### src/rtl/avalon_st_source.sv
// avalon_st_source
//   Avalon-ST packet source. A start command captures up to MAX_BEATS words
//   and a byte length. The message is then emitted as one packet framed with
//   sop/eop/empty, and the block honours ready backpressure (ready latency 0).
//   Symbols are ordered first-byte-in-MSBs. The unused low bytes of the eop
//   beat are driven to zero.
//
// Ports
//   clk          clock, rising edge
//   rst          asynchronous reset, active low
//   start        command strobe; len and msg_in are sampled with it
//   len          packet length in bytes (valid range 1..MAX_BEATS*WIDTH/8)
//   msg_in       message words; word k is beat k
//   busy         high from accepted start until the final handshake
//   done         one-cycle pulse after the final beat is accepted
//   err          one-cycle pulse when a start is rejected for a bad len
//   data/valid/ready/sop/eop/empty   Avalon-ST source side
//   stall_count  cycles with valid && !ready, saturating
//                (present only when AVST_SRC_STALL_CNT_EN is defined)
//
// Optional feature macro: AVST_SRC_STALL_CNT_EN
module avalon_st_source #(
  parameter int WIDTH       = 64,
  parameter int EMPTY_WIDTH = $clog2(WIDTH/8),
  parameter int MAX_BEATS   = 4,
  parameter int LEN_WIDTH   = $clog2(MAX_BEATS*WIDTH/8+1)
) (
  input  logic                            clk,
  input  logic                            rst,
  input  logic                            start,
  input  logic [LEN_WIDTH-1:0]            len,
  input  logic [MAX_BEATS-1:0][WIDTH-1:0] msg_in,
  output logic                            busy,
  output logic                            done,
  output logic                            err,
  output logic [WIDTH-1:0]                data,
  output logic                            valid,
  input  logic                            ready,
  output logic                            sop,
  output logic                            eop,
  output logic [EMPTY_WIDTH-1:0]          empty
`ifdef AVST_SRC_STALL_CNT_EN
  ,
  output logic [31:0]                     stall_count
`endif
);

  localparam int BPW     = WIDTH / 8;
  localparam int MAX_LEN = MAX_BEATS * BPW;
  localparam int IDX_W   = (MAX_BEATS > 1) ? $clog2(MAX_BEATS) : 1;
  localparam int BEAT_W  = $clog2(MAX_BEATS + 1);

  typedef enum logic {IDLE, SEND} state_t;

  state_t                          state_reg, state_next;
  logic [MAX_BEATS-1:0][WIDTH-1:0] msg_reg, msg_next;
  logic [IDX_W-1:0]                idx_reg, idx_next;
  logic [BEAT_W-1:0]               beats_reg, beats_next;
  logic [EMPTY_WIDTH-1:0]          last_empty_reg, last_empty_next;

  logic                            valid_next, sop_next, eop_next;
  logic                            busy_next, done_next, err_next;
  logic [EMPTY_WIDTH-1:0]          empty_next;
  logic [WIDTH-1:0]                data_next;

  // Command decode, evaluated against the live len input
  logic [BEAT_W-1:0]               req_beats;
  logic [EMPTY_WIDTH-1:0]          req_empty;
  logic                            len_ok;
  // Lookahead to the beat after the current one
  logic [IDX_W-1:0]                nidx;
  logic                            n_last;

  assign req_beats = BEAT_W'((32'(len) + BPW - 1) / BPW);
  assign req_empty = EMPTY_WIDTH'(32'(req_beats) * BPW - 32'(len));
  assign len_ok    = (len != '0) && (32'(len) <= MAX_LEN);
  assign nidx      = idx_reg + IDX_W'(1);
  assign n_last    = (BEAT_W'(nidx) == beats_reg - BEAT_W'(1));

  // Zero the trailing unused bytes; they sit in the LSBs because the first
  // symbol occupies the MSBs.
  function automatic logic [WIDTH-1:0] mask_tail(input logic [WIDTH-1:0] w,
                                                 input logic [EMPTY_WIDTH-1:0] e);
    return w & ({WIDTH{1'b1}} << (32'(e) * 8));
  endfunction

  always_comb begin
    state_next      = state_reg;
    msg_next        = msg_reg;
    idx_next        = idx_reg;
    beats_next      = beats_reg;
    last_empty_next = last_empty_reg;
    valid_next      = valid;
    sop_next        = sop;
    eop_next        = eop;
    empty_next      = empty;
    data_next       = data;
    busy_next       = busy;
    done_next       = 1'b0;
    err_next        = 1'b0;

    case (state_reg)
      IDLE: begin
        if (start) begin
          if (len_ok) begin
            msg_next        = msg_in;
            beats_next      = req_beats;
            last_empty_next = req_empty;
            idx_next        = '0;
            state_next      = SEND;
            // Beat 0 is presented straight from the command inputs so valid
            // rises on the accepting edge.
            valid_next      = 1'b1;
            busy_next       = 1'b1;
            sop_next        = 1'b1;
            eop_next        = (req_beats == BEAT_W'(1));
            empty_next      = eop_next ? req_empty : '0;
            data_next       = eop_next ? mask_tail(msg_in[0], req_empty) : msg_in[0];
          end else begin
            err_next = 1'b1;
          end
        end
      end
      SEND: begin
        // Outputs simply hold while the sink stalls.
        if (valid && ready) begin
          if (eop) begin
            state_next = IDLE;
            valid_next = 1'b0;
            busy_next  = 1'b0;
            sop_next   = 1'b0;
            eop_next   = 1'b0;
            empty_next = '0;
            data_next  = '0;
            done_next  = 1'b1;
          end else begin
            idx_next   = nidx;
            sop_next   = 1'b0;
            eop_next   = n_last;
            empty_next = n_last ? last_empty_reg : '0;
            data_next  = n_last ? mask_tail(msg_reg[nidx], last_empty_reg) : msg_reg[nidx];
          end
        end
      end
      default: state_next = IDLE;
    endcase
  end

  always_ff @(posedge clk or negedge rst) begin
    if (!rst) begin
      state_reg      <= IDLE;
      msg_reg        <= '0;
      idx_reg        <= '0;
      beats_reg      <= '0;
      last_empty_reg <= '0;
      valid          <= 1'b0;
      sop            <= 1'b0;
      eop            <= 1'b0;
      empty          <= '0;
      data           <= '0;
      busy           <= 1'b0;
      done           <= 1'b0;
      err            <= 1'b0;
    end else begin
      state_reg      <= state_next;
      msg_reg        <= msg_next;
      idx_reg        <= idx_next;
      beats_reg      <= beats_next;
      last_empty_reg <= last_empty_next;
      valid          <= valid_next;
      sop            <= sop_next;
      eop            <= eop_next;
      empty          <= empty_next;
      data           <= data_next;
      busy           <= busy_next;
      done           <= done_next;
      err            <= err_next;
    end
  end

`ifdef AVST_SRC_STALL_CNT_EN
  always_ff @(posedge clk or negedge rst) begin
    if (!rst) begin
      stall_count <= '0;
    end else if (valid && !ready && (stall_count != '1)) begin
      stall_count <= stall_count + 32'd1;
    end
  end
`endif

endmodule

### config.mk
export PLATFORM = sky130hd
export DESIGN_NAME = avalon_st_source
export DESIGN_NICKNAME = d
export VERILOG_FILES = /design/src/rtl/avalon_st_source.sv
export SDC_FILE = /design/constraint.sdc
export NUM_CORES = 1
export LEC_CHECK = 0
export ABC_AREA = 1
export CELL_PAD_IN_SITES_DETAIL_PLACEMENT = 0
export CELL_PAD_IN_SITES_GLOBAL_PLACEMENT = 2
export CORE_ASPECT_RATIO = 0.6
export CORE_MARGIN = 4
export CORE_UTILIZATION = 31
export DETAILED_ROUTE_END_ITERATION = 8
export GPL_TIMING_DRIVEN = 1
export PLACE_DENSITY = 0.84
export SYNTH_ARGS = -nofsm -noshare
export SYNTH_HDL_FRONTEND = slang
export SYNTH_SLANG_ARGS = --single-unit
### constraint.sdc
create_clock -name clk -period 3.76 [get_ports clk]
set_input_delay 0.376 -clock clk [delete_from_list [all_inputs] [get_ports clk]]
set_output_delay 0.376 -clock clk [all_outputs]
set_load 0.05 [all_outputs]
; ---- Word-level counts from Yosys, hierarchy flattened
; Cells that the tools add are included.
[classes]
bitwise_logic = 3
mux = 44
order_cmp = 2
n_eq_ne = 7
n_addsub = 5
reduce_logical = 7
n_shift = 2
[ops]
columns = op, count
row1 = 2-to-1 mux 64 bit, 7
row2 = AND 64 bit, 2
row3 = binary-select mux 64 bit (select 2 bit), 1
row4 = one-hot mux 64 bit (2 select lines), 1
row5 = "left shift 64 x 6 -> 64 bit, first input constant", 2
row6 = 2-to-1 mux 1 bit, 19
row7 = 2-to-1 mux 3 bit, 6
row8 = 2-to-1 mux 2 bit, 4
row9 = "inequality test 2 bit, second input constant", 4
row10 = one-hot mux 1 bit (2 select lines), 4
row11 = AND reduction 4 bit, 2
row12 = "adder 6 x 4 -> 6 bit, second input constant", 1
row13 = "<= comparator 6 bit, second input constant", 1
row14 = one-hot mux 3 bit (2 select lines), 1
row15 = AND reduction 3 bit, 2
row16 = nonzero test 6 bit, 1
row17 = "subtractor 6 x 1 -> 6 bit, second input constant", 1
row18 = one-hot mux 2 bit (2 select lines), 1
row19 = == test 2 x 3 -> 1 bit, 1
row20 = "== test 3 x 1 -> 1 bit, second input constant", 1
row21 = "< comparator 2 x 3 -> 1 bit, second input constant", 1
row22 = "subtractor 1 x 3 -> 3 bit, first input constant", 1
row23 = "subtractor 3 x 1 -> 3 bit, second input constant", 1
row24 = "adder 2 x 1 -> 2 bit, second input constant", 1
row25 = other kinds (3), 4
[word_totals]
output_inout_bits = 73
regBits = 337
wordCells = 85

; ---- Depth between registers and ports, before layout
; Gate-level depths: netlist (run 1).
[logic_depth]
ltp_word = 8
ltp_mapped = 12
ltp_nobuf = 12

; ---- Least setup slack after synthesis (run 1)
; No wires, ideal clock.
[synth_path]
path_type = input -> register
start = in len[0]
end = reg data[14]
arrival_time_ns = 1.560
cell_stages = 11
setup_time_ns = 0.118
setup_slack_ns = 2.082
t_required_ns = 3.642
path_cell_list = inv_1 > ha_1 > nand3_1 > nand2_1 > nand3_2 > nand2_4 > inv_2 > buf_6 > buf_2 > nand2_1 > nand2_1
[synth_via]
elab_chain_cells = 7
[synth_rtl]
columns = item, line_no
row1 = start: declaration, 31  ; input logic [LEN_WIDTH-1:0] len,
row2 = adder 6 x 4 -> 6 bit or subtractor 1 x 3 -> 3 bit (tied branches), "74, 75"
row3 = subtractor 6 x 1 -> 6 bit or left shift 64 x 6 -> 64 bit (tied branches), "74, 84"
row4 = == test 3 x 1 -> 1 bit or AND 64 bit (tied branches), "116, 84"
row5 = 2-to-1 mux 64 bit, 118  ; data_next = eop_next ? mask_tail(msg_in[0], req_empty) : msg_in[0];
row6 = 2-to-1 mux 64 bit, 105  ; if (len_ok) begin
row7 = 2-to-1 mux 64 bit, 104  ; if (start) begin
row8 = one-hot mux 64 bit (2 select lines), 102  ; case (state_reg)
row9 = end signal: assignment, 174  ; data <= data_next;
row10 = end: declaration, 36  ; output logic [WIDTH-1:0] data,
; Parallel ways exist; a longest one is shown, timed or not. The select of a mux whose other input is x is not followed.
; A chain may end at the register's enable or synchronous reset.

; ---- Worst setup path in the final report (run 1)
[layout_path]
start = reg state_reg
end = reg data[17]
[layout_via]
elab_chain_cells = 3
[layout_rtl]
columns = item, line_no
row1 = start: declaration, 55  ; state_t state_reg, state_next;
row2 = start signal: assignment, 165  ; state_reg <= state_next;
row3 = inverter 1 bit (no source line), n/a
row4 = inequality test 2 bit (no source line), n/a
row5 = AND reduction 3 bit (no source line), n/a
; Parallel ways exist; a longest one is shown, timed or not.

==> results of run 1 <==
-- power by group through the flow --
stage,Sequential [uW],Clock (uW),Combinational (uW)
floorplan,7170,0,4320
global placement,6440,0,7850
detailed placement,6470,0,7920
CTS,6420,3800,7960
global route,6640,3970,8830
finish,6430,3680,7920
-- cell usage after synthesis, types with 8 or more instances --
cell      number
nand3_1       13
a31oi_1        9
buf_4          8
o22ai_1        8
buf_6         20
buf_2         66
a21oi_1      113
o21ai_0      113
clkbuf_1      22
nand2_1     1186
o21ai_1        8
a22oi_1        8
inv_1        156
dfrtp_1      337
nor2_1       141
-- final cells by class --
type / count / area share
Sequential cell: 337 / 0.393
Multi-Input combinational cell: 1627 / 0.312
Timing Repair Buffer: 357 / 0.169
Clock buffer: 53 / 0.0498
Tap cell: 703 / 0.0410
Inverter: 162 / 0.0286
Clock inverter: 14 / 0.00577
Antenna cell: 6 / 0.000700
-- worst max-delay path, cell delays in order, from the launching register on --
cell and delay [ns]:
dfrtp_2 0.76, inv_2 0.28, nor2_4 0.44, inv_2 0.36
buf_4 0.38, a21oi_1 0.19, nand2_1 0.07, nand2_1 0.09
nand2_1 0.07, nand2_1 0.08
-- logic make-up (layout without fill, tap and decap cells) --
kind of cell / count (synthesis) / after routing / synth area share
and+or+nand+nor: 1363 / 1363 / 0.321
DFF: 337 / 337 / 0.513
buffers and inverters: 283 / 586 / 0.0806
AOI/OAI and AO/OA: 260 / 260 / 0.0822
adders and majority gates: 4 / 4 / 0.00305
other: 0 / 6 / 0
-- worst min-delay path by stage --
stage / end / cells past startpoint
after floorplan: beats_reg[0]$_DFFE_PN0P_ / 0
after global placement: msg_reg[3]$_DFFE_PN0P_ / 1
after detailed placement: msg_reg[3]$_DFFE_PN0P_ / 1
after CTS: msg_reg[66]$_DFFE_PN0P_ / 2
after global routing: msg_reg[66]$_DFFE_PN0P_ / 2
final: msg_reg[68]$_DFFE_PN0P_ / 2
-- through the flow --
| stage | hold WS (ns) | total power, uW | instances |
|---|---|---|---|
| final | 0.335 | 18000 | 3259 |
| after global routing | 0.340 | 19400 | 3256 |
| after CTS | 0.323 | 18200 | 3253 |
| after detailed placement | 0.273 | 14400 | 3185 |
| after global placement | 0.269 | 14300 | 3185 |
| after floorplan | 0.0804 | 11500 | 2247 |
-- per-layer routing --
metal,global-route usage,vias to the layer above,routed length (um)
met5,0,-,7
met4,0.0371,2,930
met3,0.0412,59,4290
met2,0.281,472,23900
met1,0.353,6985,32100
li1,-,7419,-
==> results.ini, run 1 <==
[cts]
numCtsBuffers = 38
clkTransAtPathRegs_ns = 0.06
clock_latency_ns = 0.53
cts.sinks = 337
cts_resized = 0
cts_buffer_depth = 3
cts_setup_buffers = 0
cts_root_buf = clkbuf_16
cts_tree = done
htree_levels = 2
cts_hold_buf = 1

[min_path]
hold_path.class = in -> async

[synthesis]
synthDistinctLibCells = 28
synth_seq_cells = 337
yosys.area.top_type_share = 0.513
synth_ff_type = dfrtp_1
ys_top_cells_by_area = dfrtp_1, nand2_1, inv_1, a21oi_1, o21ai_0
syn_nets = 2517
syn-cell-area_sq_um = 16400
ys_warn_count = 0
ys_async_sr_fraction = 1.00
seq_area_frac_synth = 0.513
syn_inst = 2247
synth_area_leader_cell = dfrtp_1
syn-mean-instance-area_sq_um = 7.31
synth_edf_count = 0

[placed_design]
place_hpwl_um = 43000
dp_slack_ns = 0.829
io_buffers = 338
placed_cell_area_sq_um = 20200
finalWeightedCongestion = 0.845

[floorplan]
core_sq_um = 52500
die-width_um = 305
row_count = 65
fp.dieH_um = 186
start_util = 0.313
ioPinCount = 339
die_area_sq_um = 56900

[global_route]
antenna_found_initial = 7
grt_pass1_wl_um = 93700
grt_pass1_vias = 14800
track_usage = 0.212
grt_max_degree = 202
grt.overflow.total = 0

[critical_path]
worst_r2r_endpoint = data[17]$_DFFE_PN0P_
crit_required_ns = 4.22
crit_arrival_ns = 3.27
reg2reg_slack_ns = 0.95
crit_path_start_kind = flip-flop
endpoint_kind = flip-flop
r2r-start = state_reg$_DFF_PN0_
crit_start = state_reg$_DFF_PN0_
critPathCapture = data[17]$_DFFE_PN0P_
setup.worst_path.class = reg -> reg
crit_fanout = 33
worst_r2r_path_depth = 9

[route]
vias = 14900
viasPerCell = 4.58
drt.antenna.violating_nets = 0
drc_errors = 0
wl_per_cell_um = 18.8
drtIter0Drc = 1298
dr.pass1.iters = 5
wl_um = 61200

[cells_and_area]
drive_above_1_share = 0.0408
multi_input_area_sq_um = 6690
area_growth_pct = 30.6
seq_area_sq_um = 8440
final_cell_mix = nand2_1, clkdlybuf4s50_1, dfrtp_1
num-fill-cells = 5439
design_area_sq_um = 21500
final_common_cell = nand2_1
largest_register_ffs = 256
layout.nets = 2793
final_core_utilization = 0.409

[timing]
finalSetupTns_ns = 0
slew_violations = 0
period_minus_slack_ns = 2.81
worst_slack_ns = 0.948
clock.fmax_mhz = 356
fin_skew_ns = 0.0102
tightest_slew_ns = 1.03
slew-limit-headroom = 0.312
finalHoldViolations = 0
setup_violations = 0
rsz0062_at_grt = no
finalCritPeriodShare = 0.748

[power]
p_switching_uw = 8050
p_seq_frac = 0.356
power_frac_comb = 0.439
power_density_nw_per_um2 = 840
intPower_uw = 9970
swShare = 0.447
clockPowerShare = 0.204
p_leak_uw = 0.0108
peakVddDrop_mv = 0.342

[job]
maxCapViolations = 0

[run_status]
status = complete, no violations

Power figures use the tool's default switching activity.
==> run 2: changes to the inputs <==
Settings changed: CORE_UTILIZATION 31 to 29, PLACE_DENSITY 0.84 to 0.8.
Clock period 3.76 ns to 2.6 ns, I/O delays scaled along.
==> results.ini, run 2 (same netlist as run 1, synthesis figures left out) <==
[global_route]
grt_max_degree = 105
grt_pass1_wl_um = 94100
grt_pass1_vias = 15000
antenna_found_initial = 5
grt.overflow.total = 0
track_usage = 0.204

[floorplan]
start_util = 0.294
die_area_sq_um = 60700
ioPinCount = 339
core_sq_um = 55900
die-width_um = 315
fp.dieH_um = 192
row_count = 67

[route]
route.met2.wl_um = 24600
viasPerCell = 4.53
drc_errors = 0
drt.antenna.violating_nets = 0
drt-met1-wl_um = 33400
wl_per_cell_um = 18.8
route.met3.wl_um = 3680
drtIter0Drc = 1388
highest_layer = met4
vias = 15100
wl_um = 62700
dr.pass1.iters = 6

[placed_design]
dp_slack_ns = 0.157
io_buffers = 338
finalWeightedCongestion = 0.852
place_hpwl_um = 45800

[timing]
finalSetupTns_ns = 0
fin_skew_ns = 0.00743
period_minus_slack_ns = 2.35
rsz0062_at_grt = no
finalCritPeriodShare = 0.906
tightest_slew_ns = 0.670
worst_slack_ns = 0.245
slew-limit-headroom = 0.552
finalHoldViolations = 0
setup_violations = 0
clock.fmax_mhz = 425
slew_violations = 0

[cts]
cts.sinks = 337
cts_buffer_depth = 3
clock_latency_ns = 0.53
cts_root_buf = clkbuf_16
cts_tree = done
clkTransAtPathRegs_ns = 0.06
numCtsBuffers = 38
htree_levels = 2

[cells_and_area]
drive_above_1_share = 0.0493
final_common_cell = nand2_1
area_growth_pct = 33.0
final_cell_mix = nand2_1, clkdlybuf4s50_1, dfrtp_1
final_core_utilization = 0.391
largest_register_ffs = 256
layout.nets = 2816

[critical_path]
crit_required_ns = 3.03
setup.worst_path.class = reg -> reg
crit_fanout = 15
endpoint_kind = flip-flop
crit_path_start_kind = flip-flop
crit_arrival_ns = 2.78

[job]
maxCapViolations = 0

[power]
p_leak_uw = 0.0110
power_density_nw_per_um2 = 1220
peakVddDrop_mv = 0.430

[run_status]
status = complete, no violations

[min_path]
hold_path.class = in -> async

==> run 2: cell types whose count changed in the layout (fill, tap and decap cells not counted), moves of 2 or more <==
cell / delta
buf_12: +10
buf_4: +13
clkbuf_1: +2
clkbuf_16: +2
clkbuf_8: +2
clkinv_2: -4
clkinvlp_4: +2
diode_2: -3
==> run 2: repair_timing <==
action                    in CTS  in global routing
gates resized for setup        0                  0
setup buffers                  0                  0
hold buffers                   1                  0
hold endpoints to repair      46                  0
==> run 2: cell type report <==
cell class | instances | area, sq um
inverter | 162 | 613
fill | 5869 | 34100
multi-input combinational | 1627 | 6690
clock inverter | 10 | 80.1
timing repair buffer | 380 | 3930
clock buffer | 59 | 1150
tap | 759 | 950
sequential | 337 | 8440
antenna | 3 | 7.51
==> run 2: final timing paths <==
path	start	end	slack, ns	cells after the start
setup / recovery	idx_reg[0]$_DFFE_PN0P_	data[45]$_DFFE_PN0P_	0.25	11
hold / removal	rst	msg_reg[5]$_DFFE_PN0P_	0.22	2
max in group asynchronous	rst	data[38]$_DFFE_PN0P_	1.51	3
min in group clk	msg_in[99]	msg_reg[99]$_DFFE_PN0P_	0.26	3
hold reg to reg	msg_reg[132]$_DFFE_PN0P_	msg_reg[132]$_DFFE_PN0P_	0.48	2
setup reg to reg	idx_reg[0]$_DFFE_PN0P_	data[45]$_DFFE_PN0P_	0.25	11
==> run 2: layer usage <==
layer / vias to the layer above / global-route usage
met5: - / 0
met4: 0 / 0.0422
met3: 63 / 0.0326
met2: 433 / 0.273
met1: 7170 / 0.337
li1: 7464 / -
==> run 2: power breakdown <==
group / total [uW] / internal (uW) / switching (uW)
logic: 12000 / 3920 / 8060
clock network: 5400 / 3160 / 2240
registers: 9200 / 7730 / 1460
==> run 2: critical path, stage by stage (launching register included) <==
cell	delay, ns
dfrtp_2	0.54
inv_2	0.18
nand2_1	0.14
nand2_2	0.11
buf_4	0.20
nand2_1	0.08
nand2_2	0.31
nand3_2	0.31
nand2_1	0.18
nand2_1	0.08
nand2_1	0.06
nand2_1	0.05
==> run 2: stage by stage <==
step	power, uW	area, sq um	std cells	hold WS, ns
floorplan	16600	16400	2247	-0.0356
global placement	21100	20600	3264	0.178
detailed placement	21300	20600	3264	0.182
CTS	26800	21800	3334	0.219
global route	28600	21900	3337	0.243
finish	26600	21900	3337	0.225
